File: src/rtl/dijkstra_pkg.sv
// Shared types and sizing for the Dijkstra path extractor slice.
package dijkstra_pkg;

  localparam int MAX_NODES        = 128;
  localparam int NODE_W           = $clog2(MAX_NODES);
  localparam int PRED_INVALID_BIT = NODE_W;

  typedef logic [NODE_W-1:0] node_t;
  typedef logic [NODE_W:0]   count_t;

  typedef enum logic [2:0] {
    IDLE,
    ADDR,
    DATA,
    EMIT,
    FINISH
  } extractor_state_t;

endpackage

File: src/rtl/dijkstra_path_extractor_path_stack.sv
// LIFO of node indices visited on the backward walk; top is read combinationally.
module path_stack
  import dijkstra_pkg::*;
(
  input  logic   clock,
  input  logic   reset,
  input  logic   push,
  input  logic   pop,
  input  logic   clear,
  input  node_t  din,
  output node_t  top,
  output count_t depth
);

  localparam count_t DEPTH_MAX = count_t'(MAX_NODES);

  node_t  mem [MAX_NODES];
  count_t depth_q;
  count_t depth_d;
  node_t  top_idx;
  logic   do_push;
  logic   do_pop;

  assign do_push = push && (depth_q != DEPTH_MAX);
  assign do_pop  = pop && (depth_q != '0);
  assign top_idx = node_t'(depth_q - count_t'(1));
  assign top     = mem[top_idx];
  assign depth   = depth_q;

  always_comb begin
    depth_d = depth_q;
    if (clear) begin
      depth_d = '0;
    end else if (do_push) begin
      depth_d = depth_q + count_t'(1);
    end else if (do_pop) begin
      depth_d = depth_q - count_t'(1);
    end
  end

  always_ff @(posedge clock) begin
    if (reset) begin
      depth_q <= '0;
    end else begin
      depth_q <= depth_d;
    end
  end

  // Storage needs no reset: entries above depth are never observed.
  always_ff @(posedge clock) begin
    if (do_push && !clear) begin
      mem[depth_q[NODE_W-1:0]] <= din;
    end
  end

endmodule

File: src/rtl/dijkstra_path_extractor.sv
// Walks the predecessor table from dest back to src, then streams the path src->dest.
module dijkstra_path_extractor
  import dijkstra_pkg::*;
(
  input  logic          clock,
  input  logic          reset,
  input  logic          start,
  input  logic [NODE_W-1:0] src,
  input  logic [NODE_W-1:0] dest,
  input  logic [NODE_W:0]   num_nodes,
  output logic [NODE_W-1:0] pred_rd_addr,
  input  logic [NODE_W:0]   pred_rd_data,
  output logic          busy,
  output logic          done,
  output logic          error,
  output logic [NODE_W:0]   path_len,
  output logic          path_valid,
  output logic [NODE_W-1:0] path_node,
  output logic          path_last,
  input  logic          path_ready
);

  localparam count_t LEN_MAX = count_t'(MAX_NODES);

  extractor_state_t state_q, state_d;
  node_t  cur_q, cur_d;
  node_t  src_q, src_d;
  count_t num_q, num_d;
  count_t path_len_q, path_len_d;
  logic   busy_q, busy_d;
  logic   done_q, done_d;
  logic   error_q, error_d;

  logic   stk_push;
  logic   stk_pop;
  logic   stk_clear;
  node_t  stk_top;
  count_t stk_depth;

  path_stack u_stack (
    .clock (clock),
    .reset (reset),
    .push  (stk_push),
    .pop   (stk_pop),
    .clear (stk_clear),
    .din   (cur_q),
    .top   (stk_top),
    .depth (stk_depth)
  );

  always_comb begin
    state_d    = state_q;
    cur_d      = cur_q;
    src_d      = src_q;
    num_d      = num_q;
    path_len_d = path_len_q;
    busy_d     = busy_q;
    error_d    = error_q;
    stk_push   = 1'b0;
    stk_pop    = 1'b0;
    stk_clear  = (state_q == FINISH);

    case (state_q)
      IDLE: begin
        if (start) begin
          src_d      = src;
          num_d      = num_nodes;
          cur_d      = dest;
          busy_d     = 1'b1;
          error_d    = 1'b0;
          path_len_d = '0;
          if (({1'b0, src} >= num_nodes) || ({1'b0, dest} >= num_nodes)) begin
            error_d = 1'b1;
            state_d = FINISH;
          end else begin
            state_d = ADDR;
          end
        end
      end
      ADDR: begin
        stk_push = 1'b1;
        if (path_len_q != LEN_MAX) begin
          path_len_d = path_len_q + count_t'(1);
        end
        state_d = (cur_q == src_q) ? EMIT : DATA;
      end
      DATA: begin
        // A full stack without reaching src means the table contains a cycle.
        if (pred_rd_data[PRED_INVALID_BIT] || (stk_depth == num_q)) begin
          error_d = 1'b1;
          state_d = FINISH;
        end else begin
          cur_d   = pred_rd_data[NODE_W-1:0];
          state_d = ADDR;
        end
      end
      EMIT: begin
        if (path_ready) begin
          stk_pop = 1'b1;
          if (stk_depth == count_t'(1)) begin
            state_d = FINISH;
          end
        end
      end
      FINISH: begin
        busy_d  = 1'b0;
        state_d = IDLE;
      end
      default: begin
        state_d = IDLE;
      end
    endcase

    done_d = (state_d == FINISH);
  end

  always_ff @(posedge clock) begin
    if (reset) begin
      state_q    <= IDLE;
      cur_q      <= '0;
      src_q      <= '0;
      num_q      <= '0;
      path_len_q <= '0;
      busy_q     <= 1'b0;
      done_q     <= 1'b0;
      error_q    <= 1'b0;
    end else begin
      state_q    <= state_d;
      cur_q      <= cur_d;
      src_q      <= src_d;
      num_q      <= num_d;
      path_len_q <= path_len_d;
      busy_q     <= busy_d;
      done_q     <= done_d;
      error_q    <= error_d;
    end
  end

  // Stream outputs are gated so stale stack contents never leak out.
  assign path_valid   = (state_q == EMIT);
  assign path_node    = path_valid ? stk_top : '0;
  assign path_last    = path_valid && (stk_depth == count_t'(1));
  assign pred_rd_addr = cur_q;
  assign busy         = busy_q;
  assign done         = done_q;
  assign error        = error_q;
  assign path_len     = path_len_q;

endmodule

File: config.mk
export PLATFORM = sky130hd
export DESIGN_NAME = dijkstra_path_extractor
export DESIGN_NICKNAME = d
export VERILOG_FILES = /design/src/rtl/dijkstra_pkg.sv /design/src/rtl/dijkstra_path_extractor_path_stack.sv /design/src/rtl/dijkstra_path_extractor.sv
export SDC_FILE = /design/constraint.sdc
export NUM_CORES = 1
export LEC_CHECK = 0
export CAP_MARGIN = 20
export CORE_AREA = 10 10 372 374
export CTS_BUF_LIST = sky130_fd_sc_hd__clkbuf_4 sky130_fd_sc_hd__clkbuf_8
export DETAILED_ROUTE_END_ITERATION = 10
export DIE_AREA = 0 0 382 384
export GPL_ROUTABILITY_DRIVEN = 0
export PLACE_DENSITY_LB_ADDON = 0.15
export SYNTH_ARGS = -nofsm -noshare
export SYNTH_HDL_FRONTEND = slang
export SYNTH_SLANG_ARGS = --single-unit
export TNS_END_PERCENT = 50
File: constraint.sdc
create_clock -name clock -period 3.3 [get_ports clock]
set_input_delay 0.66 -clock clock [delete_from_list [all_inputs] [get_ports clock]]
set_output_delay 0.66 -clock clock [all_outputs]
set_load 0.03 [all_outputs]
# Word-level counts from Yosys, hierarchy flattened
# Memory sizes are Yosys's and may differ from the RTL's.
# Cells that the tools add are included.
# word_totals
word_cells	75
mem_count	1
input_bits	34
output_inout_bits	27
register_bits	44
ram_bits	896
# classes
addsub	3
magnitude_cmp	2
reduce_logical	19
mux	27
eq_ne	14
# mem_list
memory	depth	width	read_ports	rd_ports_with_merged_regs	wr	line	rtl
u_stack.mem	128	7	1	0	1	dijkstra_path_extractor_path_stack.sv:17	node_t mem [MAX_NODES];
# ops
op	n
8-bit 2-to-1 mux	4
7-bit 2-to-1 mux	3
8-bit by 1-bit adder with 8-bit output, second input constant	2
7-bit by 8-bit >= comparator with 1-bit output	2
8-bit != test, second input constant	2
8-bit one-hot mux with 2 select lines	1
3-bit 2-to-1 mux	5
7-bit one-hot mux with 2 select lines	1
3-bit one-hot mux with 4 select lines	1
1-bit 2-to-1 mux	10
3-bit AND reduction	3
8-bit by 1-bit == test with 1-bit output, second input constant	1
8-bit == test	1
2-bit != test, second input constant	4
2-bit nonzero test	4
8-bit nonzero test	1
8-bit by 1-bit subtractor with 8-bit output, second input constant	1
7-bit == test	1
3-bit by 2-bit == test with 1-bit output, second input constant	2
3-bit == test, second input constant	2
1-bit logical AND	4
1-bit one-hot mux with 2 select lines	2
2-bit AND reduction	2
3-bit by 1-bit == test with 1-bit output, second input constant	1
other kinds (4)	5

# Logic depth before layout (Yosys ltp)
# Gate-level depths: netlist of the first run.
# depth
word_depth	6
ltp_mapped	16

# Cells and area by module
# From an unflattened synthesis of the first run, not the netlist that was laid out.
# hier_totals
cells_unflattened	2025
hier_area_um2	37955.2
# modules_own_cells
mod	seq_area_each_um2	cells_per_inst	instances	area_per_inst_um2
path_stack	27066.0	1773	1	35843.1
dijkstra_path_extractor	720.7	252	1	2112.0

# Least setup slack after synthesis of the first run
# Ideal clock, no wire load.
# synth_timing
path_kind	reg-to-output
start	reg u_stack.depth_q[0], in the netlist u_stack.depth[0]
end	out path_node[4]
n_path_buf	7
path_stages_with_launch	15
path_slack_ps	-695
t_arrival_ps	3335
cell_sequence	dfxtp_1 -> buf_4 -> buf_6 -> buf_6 -> buf_6 -> inv_1 -> ha_1 -> buf_2 -> buf_2 -> clkbuf_1 -> mux4_2 -> mux2i_1 -> o32ai_1 -> nor4_1 -> o31ai_1
# synth_between
elab_chain_len	3
# synth_rtl
item	line	rtl
from (decl)	dijkstra_path_extractor_path_stack.sv:18	count_t depth_q;
from (signal assigned)	dijkstra_path_extractor_path_stack.sv:45	depth_q <= depth_d;
8-bit by 1-bit subtractor with 8-bit output	dijkstra_path_extractor_path_stack.sv:26	assign top_idx = node_t'(depth_q - count_t'(1));
memory read 128 x 7 bit	--	
7-bit 2-to-1 mux	dijkstra_path_extractor.sv:141	assign path_node = path_valid ? stk_top : '0;
to (decl)	dijkstra_path_extractor.sv:18	output logic [NODE_W-1:0] path_node,
# No other way between the ends.

# Worst setup path in the final report of the first run
# layout_timing
start	reg u_stack.depth_q[0], in the netlist u_stack.depth[0]
end	out path_node[5]
# Same word-level chain as after synthesis.

==> impl_metrics.tcl, run 1 <==
set metrics [dict create \
    violations "setup timing" \
    synth-edff-count 896 \
    crit_chain "inv_8 > ha_4 > buf_12 > buf_12 > buf_12 > mux4_2 > a2111oi_4 > a41oi_2 > nand4_1 > nand4_1 > buf_6" \
    drt_iter0_drc 1739 \
    cp_top_family "buffers and inverters" \
    drv_slew 0 \
    grt_pass1_wl_um 161900 \
    power_density_nw_per_um2 608.7 \
    reg2reg_depth 7 \
    crit_fanout 6 \
    worst_r2r_endpoint "u_stack.mem[80][6]" \
    critPathMaxStageDelay_ns 0.39 \
    mostFrequentLayoutCell "edfxtp_1" \
    numCtsBuffers 161 \
    power.leakage_nw 15.80 \
    vias 21090 \
    drive_above_1_share 0.3478 \
    r2r_slack_ns 0.25 \
    tns_ns -5.822 \
    fin_crit_ns 4.158 \
    setup_ws_ns -0.8582 \
    dp.final_hpwl_um 73430 \
    die_h_um 384 \
    fin_skew_ns 0.04152 \
    fp-row-count 133 \
    fin_area_um2 47420 \
    portBuffers 60 \
    dr.pass1.iters 5 \
    crit_top_cell "buf_12" \
    clkLatencyLatePin_ns 0.86 \
    ys_types 64 \
    hold_viol_final 0 \
    most-common-layout-cells "edfxtp_1 (896), buf_4 (253), nand2_1 (209)" \
    num_io_pins 61 \
    ant_nets 0 \
    max_cap_violations 0 \
    hp-start "src[3]" \
    slew_headroom 0.3442 \
    worst-endpoint-required_ns 2.64 \
    grt_max_degree 130 \
    worstPathArrival_ns 3.50 \
    die_x_um 382 \
    cts-root-buf "clkbuf_8" \
    post_dp_cell_area_um2 42500 \
    final-setup-viol-count 7 \
    syn_nets 2149 \
    cp-start-kind "flop" \
    drc 0 \
    clkTransAtPathRegs_ns 0.06 \
    ys_warn_count 0 \
    finalCritPeriodShare 1.260 \
    areaGrowthSynthToFinish_pct 25.48 \
    dieArea_um2 146700 \
    crit_path_end_kind "output port" \
    synth_top_flop_cell "edfxtp_1" \
    antenna_found_initial 3 \
    worstSetupPathType "flop to output port" \
    wl_um 112800 \
    syn_area_um2 37790 \
    max_clock_freq_mhz 240.5 \
    rsz0062_at_grt "yes" \
    clock-sinks 940 \
    core-area_um2 130800 \
    grt_usage 0.1514 \
    clk_path_buf_depth 3 \
    crit_slowest_cell "dfxtp_4" \
    outcome "finished, violations left" \
    wl_per_cell_um 25.57 \
    overflow 0 \
    min_path_cells 3 \
    hp-class "primary input to flop" \
    routed_via_density 4.781 \
    h-tree-depth 4 \
    worstReg2RegStart "state_q[2]" \
    synth_seq_area_share 0.7353 \
    ys_ff_latch 940 \
    ir_drop_mv 0.3906 \
    cts_tree "built" \
    grt_pass1_vias 22090 \
    fin_nets 2589 \
    synth_area_per_cell_um2 18.04 \
    tightest_slew_ns 0.9836 \
    synthCells 2095 \
    hold_end "src_q[3]" \
    async_flop_share 0 \
    start_util 0.2889 \
    cp_num_buf_inv 5 \
]
[area by class of cell]
class	instances	area, um^2
clock buffer	216	2629
fill	12320	83380
timing repair buffer	392	4080
tap	1755	2196
inverter	16	70.07
clock inverter	66	560.5
antenna	3	7.507
sequential	940	27820
multi-input combinational	1024	10050
[metrics by stage]
step	power (mW)	utilization	hold WS (ns)	instances	worst slack, ns
after floorplan	15.92	-	0.4478	2095	-0.003315
after global placement	17.76	0.3249	0.4607	4055	-0.6718
after detailed placement	17.79	0.3249	0.4608	4055	-0.6181
after CTS	28.91	0.3559	0.3443	4365	-0.9549
after global routing	30.01	0.3625	0.4078	4411	-1.027
final	28.86	0.3625	0.4509	4412	-0.8582
[synthesized netlist by cell type, types with 3 or more instances]
library cell | count | area share
xnor2_1 | 13 | 0.0030
nand4_1 | 10 | 0.0017
ha_1 | 20 | 0.0066
nand2b_1 | 6 | 0.00099
a211oi_1 | 9 | 0.0018
nor4_1 | 14 | 0.0023
o221ai_1 | 5 | 0.0012
a21o_1 | 7 | 0.0014
nand2_1 | 218 | 0.022
nand3_1 | 30 | 0.0040
buf_2 | 36 | 0.0048
and3_1 | 21 | 0.0035
a21oi_1 | 50 | 0.0066
nand3b_1 | 3 | 0.00060
clkbuf_1 | 43 | 0.0043
nor3_1 | 10 | 0.0013
dfxtp_1 | 44 | 0.023
xor2_1 | 21 | 0.0049
edfxtp_1 | 896 | 0.71
o22ai_1 | 34 | 0.0056
nor2b_1 | 4 | 0.00066
o32ai_1 | 7 | 0.0016
buf_4 | 21 | 0.0042
mux4_2 | 200 | 0.12
o311ai_0 | 3 | 0.00070
inv_1 | 16 | 0.0016
nor2_1 | 173 | 0.017
a31oi_1 | 21 | 0.0035
buf_1 | 3 | 0.00030
buf_6 | 12 | 0.0036
a41oi_1 | 3 | 0.00070
mux2i_1 | 79 | 0.021
mux2_2 | 8 | 0.0024
o21ai_0 | 11 | 0.0015
and2_1 | 5 | 0.00083
[logic make-up (layout without fill, tap and decap cells)]
family / count (synthesis) / after routing / synth area share
xor+xnor: 35 / 35 / 0.008609
flops: 940 / 940 / 0.7353
mux: 287 / 287 / 0.1425
simple gates: 512 / 512 / 0.05917
fa+ha+maj: 20 / 20 / 0.006622
buf+inv: 131 / 690 / 0.01867
compound gates: 170 / 170 / 0.02910
other cells: 0 / 3 / 0
[power by group]
part	internal (mW)	switching, mW	total, mW
Combinational	2.24	2.66	4.90
Clock	5.82	4.77	10.6
Sequential	13.3	0.0727	13.4
Total	21.4	7.50	28.9
[per-layer routing]
| metal | vias up | track usage | wire length [um] |
|---|---|---|---|
| li1 | 9256 | - | - |
| met1 | 11130 | 0.1944 | 48200 |
| met2 | 557 | 0.2577 | 56730 |
| met3 | 152 | 0.02973 | 5273 |
| met4 | 2 | 0.04604 | 2586 |
| met5 | - | 0 | 12 |
[worst max path at each step]
| stage | start | to | slack [ns] | cells past startpoint |
|---|---|---|---|---|
| floorplan | u_stack.depth[0] | path_node[5] | -0.003 | 16 |
| global placement | u_stack.depth[1] | path_node[0] | -0.67 | 12 |
| detailed placement | u_stack.depth[1] | path_node[0] | -0.62 | 12 |
| CTS | u_stack.depth[0] | path_node[4] | -0.95 | 13 |
| global route | u_stack.depth[0] | path_node[3] | -1.03 | 11 |
| finish | u_stack.depth[0] | path_node[5] | -0.86 | 11 |
[worst reg2reg max path: cells and delay by family (launching register included)]
kind / cells / cell delay, ns
DFF: 1 / 0.31
AOI/OAI and AO/OA: 1 / 0.27
and+or+nand+nor: 4 / 1.56
buffers and inverters: 2 / 0.52
[registers in the layout (all words and copies together) (netlist names)]
register and flops:
busy 1, state_q 3, u_stack.depth 8, src_q 7, error 1, done 1
path_len 8, pred_rd_addr 7, u_stack.mem 896, num_q 8
[repair_timing]
action	CTS	global route
setup endpoints to repair	9	8
cloned	6	4
buffers inserted	23	45
gates resized for setup	100	77
pin swaps	26	31
hold buffers	0	0
Note: power is estimated with default switching activity, not from simulation.
==> inputs of run 2 (changes only) <==
Settings changed: SKIP_LAST_GASP set to 1.
Clock period 3.3 ns to 4.56 ns, I/O delays scaled along.
==> impl_metrics.tcl, run 2 (synthesized netlist as in run 1, its figures left out) <==
set metrics [dict create \
    core-area_um2 130800 \
    grt_pass1_vias 22050 \
    reg2reg_depth 7 \
    outcome "finished, violations left" \
    grt_usage 0.1552 \
    power.leakage_nw 14.84 \
    numCtsBuffers 164 \
    p_sw_frac 0.2660 \
    setup_ws_ns -0.2937 \
    drt_iter0_drc 1661 \
    clock-sinks 940 \
    cts_tree "built" \
    final_util 0.3476 \
    dr.pass1.iters 5 \
    areaGrowthSynthToFinish_pct 20.31 \
    violations "setup timing" \
    worst-endpoint-required_ns 3.65 \
    mostFrequentLayoutCell "edfxtp_1" \
    min_path_cells 2 \
    fin_crit_ns 4.854 \
    grt_max_degree 125 \
    fp-row-count 133 \
    p_clk_frac 0.372 \
    hold_end "src_q[4]" \
    fillerInstances 12490 \
    overflow 0 \
    finalCritPeriodShare 1.064 \
    combPwrFrac 0.153 \
    crit_fanout 14 \
    dp.cells 3901 \
    grt_pass1_wl_um 165000 \
    worst_r2r_endpoint "u_stack.mem[73][0]" \
    h-tree-depth 4 \
    start_util 0.2889 \
    drc 0 \
    ir_drop_mv 0.2420 \
    wl_um 115300 \
    tightest_slew_ns 1.064 \
    rsz0062_at_grt "yes" \
    post_dp_cell_area_um2 41030 \
    power.switching_mw 5.451 \
    hold_viol_final 0 \
    largest_reg_flops 896 \
    die_h_um 384 \
    portBuffers 60 \
    cts_hold_buf 0 \
    ant_nets 0 \
    hp-start "src_q[4]" \
    seq_power_share 0.475 \
    routed_via_density 4.902 \
    drive_above_1_share 0.2867 \
    fin_area_um2 45460 \
    clkLatencyLatePin_ns 0.85 \
    power_density_nw_per_um2 450.7 \
    r2r_slack_ns 1.12 \
    holdWs_ns 0.4714 \
    dieArea_um2 146700 \
    layoutNonFillerInstCount 4246 \
    wl_per_cell_um 27.16 \
    cp-start-kind "flop" \
    clk_path_buf_depth 3 \
    worstPathArrival_ns 3.94 \
    most-common-layout-cells "edfxtp_1 (896), nand2_1 (215), mux4_2 (200)" \
    slew_headroom 0.2905 \
    max_clock_freq_mhz 206.0 \
    vias 20810 \
    hp-class "flop to flop" \
    antenna_found_initial 3 \
    fin_skew_ns 0.04554 \
    max_cap_violations 0 \
    drv_slew 0 \
    cts-root-buf "clkbuf_8" \
    crit_path_end_kind "output port" \
    worstReg2RegStart "u_stack.depth[4]" \
    clkTransAtPathRegs_ns 0.07 \
    final-setup-viol-count 7 \
    dp.final_hpwl_um 70490 \
    die_x_um 382 \
    fin_nets 2415 \
    dp_slack_ns -0.1244 \
    num_io_pins 61 \
    worstSetupPathType "flop to output port" \
    internal_power_mw 15.04 \
]
[run 2: changes by cell type in the layout (fill, tap and decap cells not counted), sizes merged, moves of 2 or more]
cell,previous run,this run
buf,333,157
bufinv,8,6
clkbuf,219,210
clkdlybuf4s50,51,53
clkinv,43,64
inv,26,22
[run 2: worst max path at each step]
stage / start / end / slack [ns] / cells after the start
floorplan: u_stack.depth[0] / path_node[4] / 0.31 / 14
global placement: u_stack.depth[0] / path_node[5] / -0.12 / 9
detailed placement: u_stack.depth[0] / path_node[5] / -0.12 / 9
CTS: u_stack.depth[0] / path_node[5] / -0.26 / 11
global route: u_stack.depth[4] / path_node[5] / -0.37 / 9
finish: u_stack.depth[0] / path_node[5] / -0.29 / 13
[run 2: power groups by stage]
stage          registers (mW)  clock network (mW)  logic [mW]
6_report                 9.72                7.63        3.14
5_1_grt                  9.73                8.21        3.31
4_1_cts                  9.73                7.85        3.17
3_5_place_dp             9.91                   0        2.73
3_3_place_gp             9.91                   0        2.72
2_1_floorplan            9.99                   0        1.45
[run 2: area by class of cell]
cell class,count,area [um^2],share of cell area
sequential,940,27820,0.6119
clock buffer,210,2615,0.05752
antenna,4,10.01,0.0002202
tap,1755,2196,0.04830
multi-input combinational,1024,9741,0.2143
timing repair buffer,215,2442,0.05372
inverter,16,62.56,0.001376
clock inverter,82,579.3,0.01274
[run 2: stage by stage]
stage / TNS, ns / power [mW]
floorplan: 0 / 11.44
global placement: -0.1181 / 12.63
detailed placement: -0.1244 / 12.64
CTS: -1.575 / 20.75
global route: -2.114 / 21.25
finish: -1.365 / 20.49
[run 2: routing by layer]
| metal | vias to the layer above | share of wire | track usage |
|---|---|---|---|
| met4 | 0 | 0.025 | 0.04753 |
| met1 | 11120 | 0.43 | 0.2043 |
| met5 | - | 0 | 0 |
| met3 | 165 | 0.049 | 0.02806 |
| met2 | 606 | 0.49 | 0.2597 |
| li1 | 8926 | - | - |
[run 2: worst max-delay path, stage by stage, from the launching register on]
cell and delay (ns):
dfxtp_4 0.39, inv_4 0.05, buf_6 0.11, ha_4 0.37, buf_4 0.16, buf_12 0.14, mux4_2 0.36, nand2_1 0.09
nand3_1 0.14, o311ai_1 0.14, buf_4 0.20, a211o_1 0.14, nand4_1 0.45, buf_12 0.33
[run 2: repair_timing]
action,CTS,global route
setup buffers,37,1
setup endpoints to repair,7,7
cloned,11,0
pin swaps,15,7
gates resized for setup,106,11
==> inputs of run 3 (changes only) <==
Settings changed: CORE_AREA 10 10 372 374 to 10 10 306 456, DIE_AREA 0 0 382 384 to 0 0 316 466.
==> impl_metrics.tcl, run 3 (synthesized netlist as in run 1, its figures left out) <==
set metrics [dict create \
    crit_chain "clkinvlp_4 > ha_4 > buf_12 > buf_12 > mux4_2 > and2_4 > a211oi_2 > buf_4 > a41oi_2 > nand4_1 > nand4_1 > buf_4 > buf_6" \
    dp.final_hpwl_um 72460 \
    slew_headroom 0.2451 \
    clkTransAtPathRegs_ns 0.07 \
    crit_path_end_kind "output port" \
    fin_crit_ns 4.749 \
    h-tree-depth 4 \
    tns_ns -1.132 \
    hold_viol_final 0 \
    reg2reg_depth 7 \
    final_util 0.3435 \
    fillerInstances 12520 \
    clk_path_buf_depth 3 \
    ff_latch_area_um2 27820 \
    hp-class "flop to flop" \
    cp_num_buf_inv 6 \
    max_cap_violations 0 \
    post_dp_cell_area_um2 40990 \
    worst-endpoint-required_ns 3.65 \
    power.leakage_nw 14.70 \
    min_path_cells 2 \
    cts_hold_buf 0 \
    ir_drop_mv 0.2995 \
    cp-start-kind "flop" \
    cp_top_family "buffers and inverters" \
    ant_nets 0 \
    die_x_um 316 \
    fin_skew_ns 0.03374 \
    fin_nets 2417 \
    numCtsBuffers 140 \
    rsz0062_at_grt "yes" \
    setup_ws_ns -0.1886 \
    core-area_um2 131100 \
    overflow 0 \
    violations "setup timing" \
    antenna_found_initial 2 \
    mostFrequentLayoutCell "edfxtp_1" \
    fin_area_um2 45050 \
    cts_tree "built" \
    wl_um 116300 \
    wl_per_cell_um 27.68 \
    max_clock_freq_mhz 210.6 \
    multi_input_area_um2 9672 \
    grt_max_degree 97 \
    crit_fanout 8 \
    start_util 0.2882 \
    grt_pass1_wl_um 164100 \
    portBuffers 60 \
    die_h_um 466 \
    largest_reg_flops 896 \
    drv_slew 0 \
    dieArea_um2 147300 \
    drive_above_1_share 0.2819 \
    dr.pass1.iters 6 \
    vias 20560 \
    crit_slowest_cell "mux4_2" \
    finalCritPeriodShare 1.041 \
    worstSetupPathType "flop to output port" \
    critPathMaxStageDelay_ns 0.41 \
    grt_pass1_vias 21980 \
    clock-sinks 940 \
    cts-root-buf "clkbuf_8" \
    drt_iter0_drc 1487 \
    areaGrowthSynthToFinish_pct 19.22 \
    grt_usage 0.1552 \
    cp.depth 13 \
    routed_via_density 4.895 \
    drc 0 \
    fp-row-count 163 \
    tightest_slew_ns 1.128 \
    final-setup-viol-count 7 \
    clkLatencyLatePin_ns 0.85 \
    num_io_pins 61 \
    most-common-layout-cells "edfxtp_1 (896), nand2_1 (212), mux4_2 (200)" \
    outcome "finished, violations left" \
    power_density_nw_per_um2 437.4 \
    worstPathArrival_ns 3.84 \
]
-- run 3: path summary, 6_finish.rpt --
| check | start | to | slack (ns) |
|---|---|---|---|
| setup / recovery | u_stack.depth[0] | path_node[5] | -0.19 |
| hold / removal | busy | busy | 0.46 |
| setup reg to reg | u_stack.depth[5] | u_stack.mem[107][5] | 0.84 |
| hold reg to reg | busy | busy | 0.46 |
-- run 3: routing by layer --
layer,global-route usage,wire [um]
met3,0.02796,4541
met5,0,0
met4,0.04990,3617
met1,0.1813,45460
met2,0.2831,62640
-- run 3: area by class of cell --
| cell class | count | share of cell area |
|---|---|---|
| inverter | 16 | 0.001416 |
| tap | 1732 | 0.04810 |
| clock buffer | 196 | 0.05335 |
| timing repair buffer | 241 | 0.05888 |
| multi-input combinational | 1024 | 0.2147 |
| antenna | 6 | 0.0003333 |
| sequential | 940 | 0.6175 |
| clock inverter | 45 | 0.005777 |
-- run 3: worst register-to-register path, delay by kind of cell (launching register included) --
kind,cells,cell delay [ns]
AND/OR/NAND/NOR,4,1.75
buffers and inverters,2,0.78
flip-flops,1,0.66
AO/OA/AOI/OAI,1,0.15
-- run 3: where the power goes --
| group | total [mW] | internal, mW | switching, mW |
|---|---|---|---|
| clock | 6.78 | 3.50 | 3.27 |
| combinational | 3.21 | 1.36 | 1.85 |
| sequential | 9.72 | 9.62 | 0.102 |
-- run 3: repair_timing --
item | in CTS | in global routing
setup buffers | 39 | 25
resized for setup | 71 | 35
gates cloned | 7 | 4
pin swaps | 12 | 15
endpoints found under the setup margin | 7 | 7
-- run 3: metrics by stage --
step                std cells  total power [mW]  hold WS (ns)  worst slack, ns
detailed placement       3879             12.65        0.4491          0.02374
floorplan                2095             11.44        0.4478           0.3125
CTS                      4166             19.80        0.4634          -0.2718
global route             4199             20.42        0.4974          -0.3523
global placement         3878             12.63        0.4550          0.01925
finish                   4200             19.71        0.4571          -0.1886
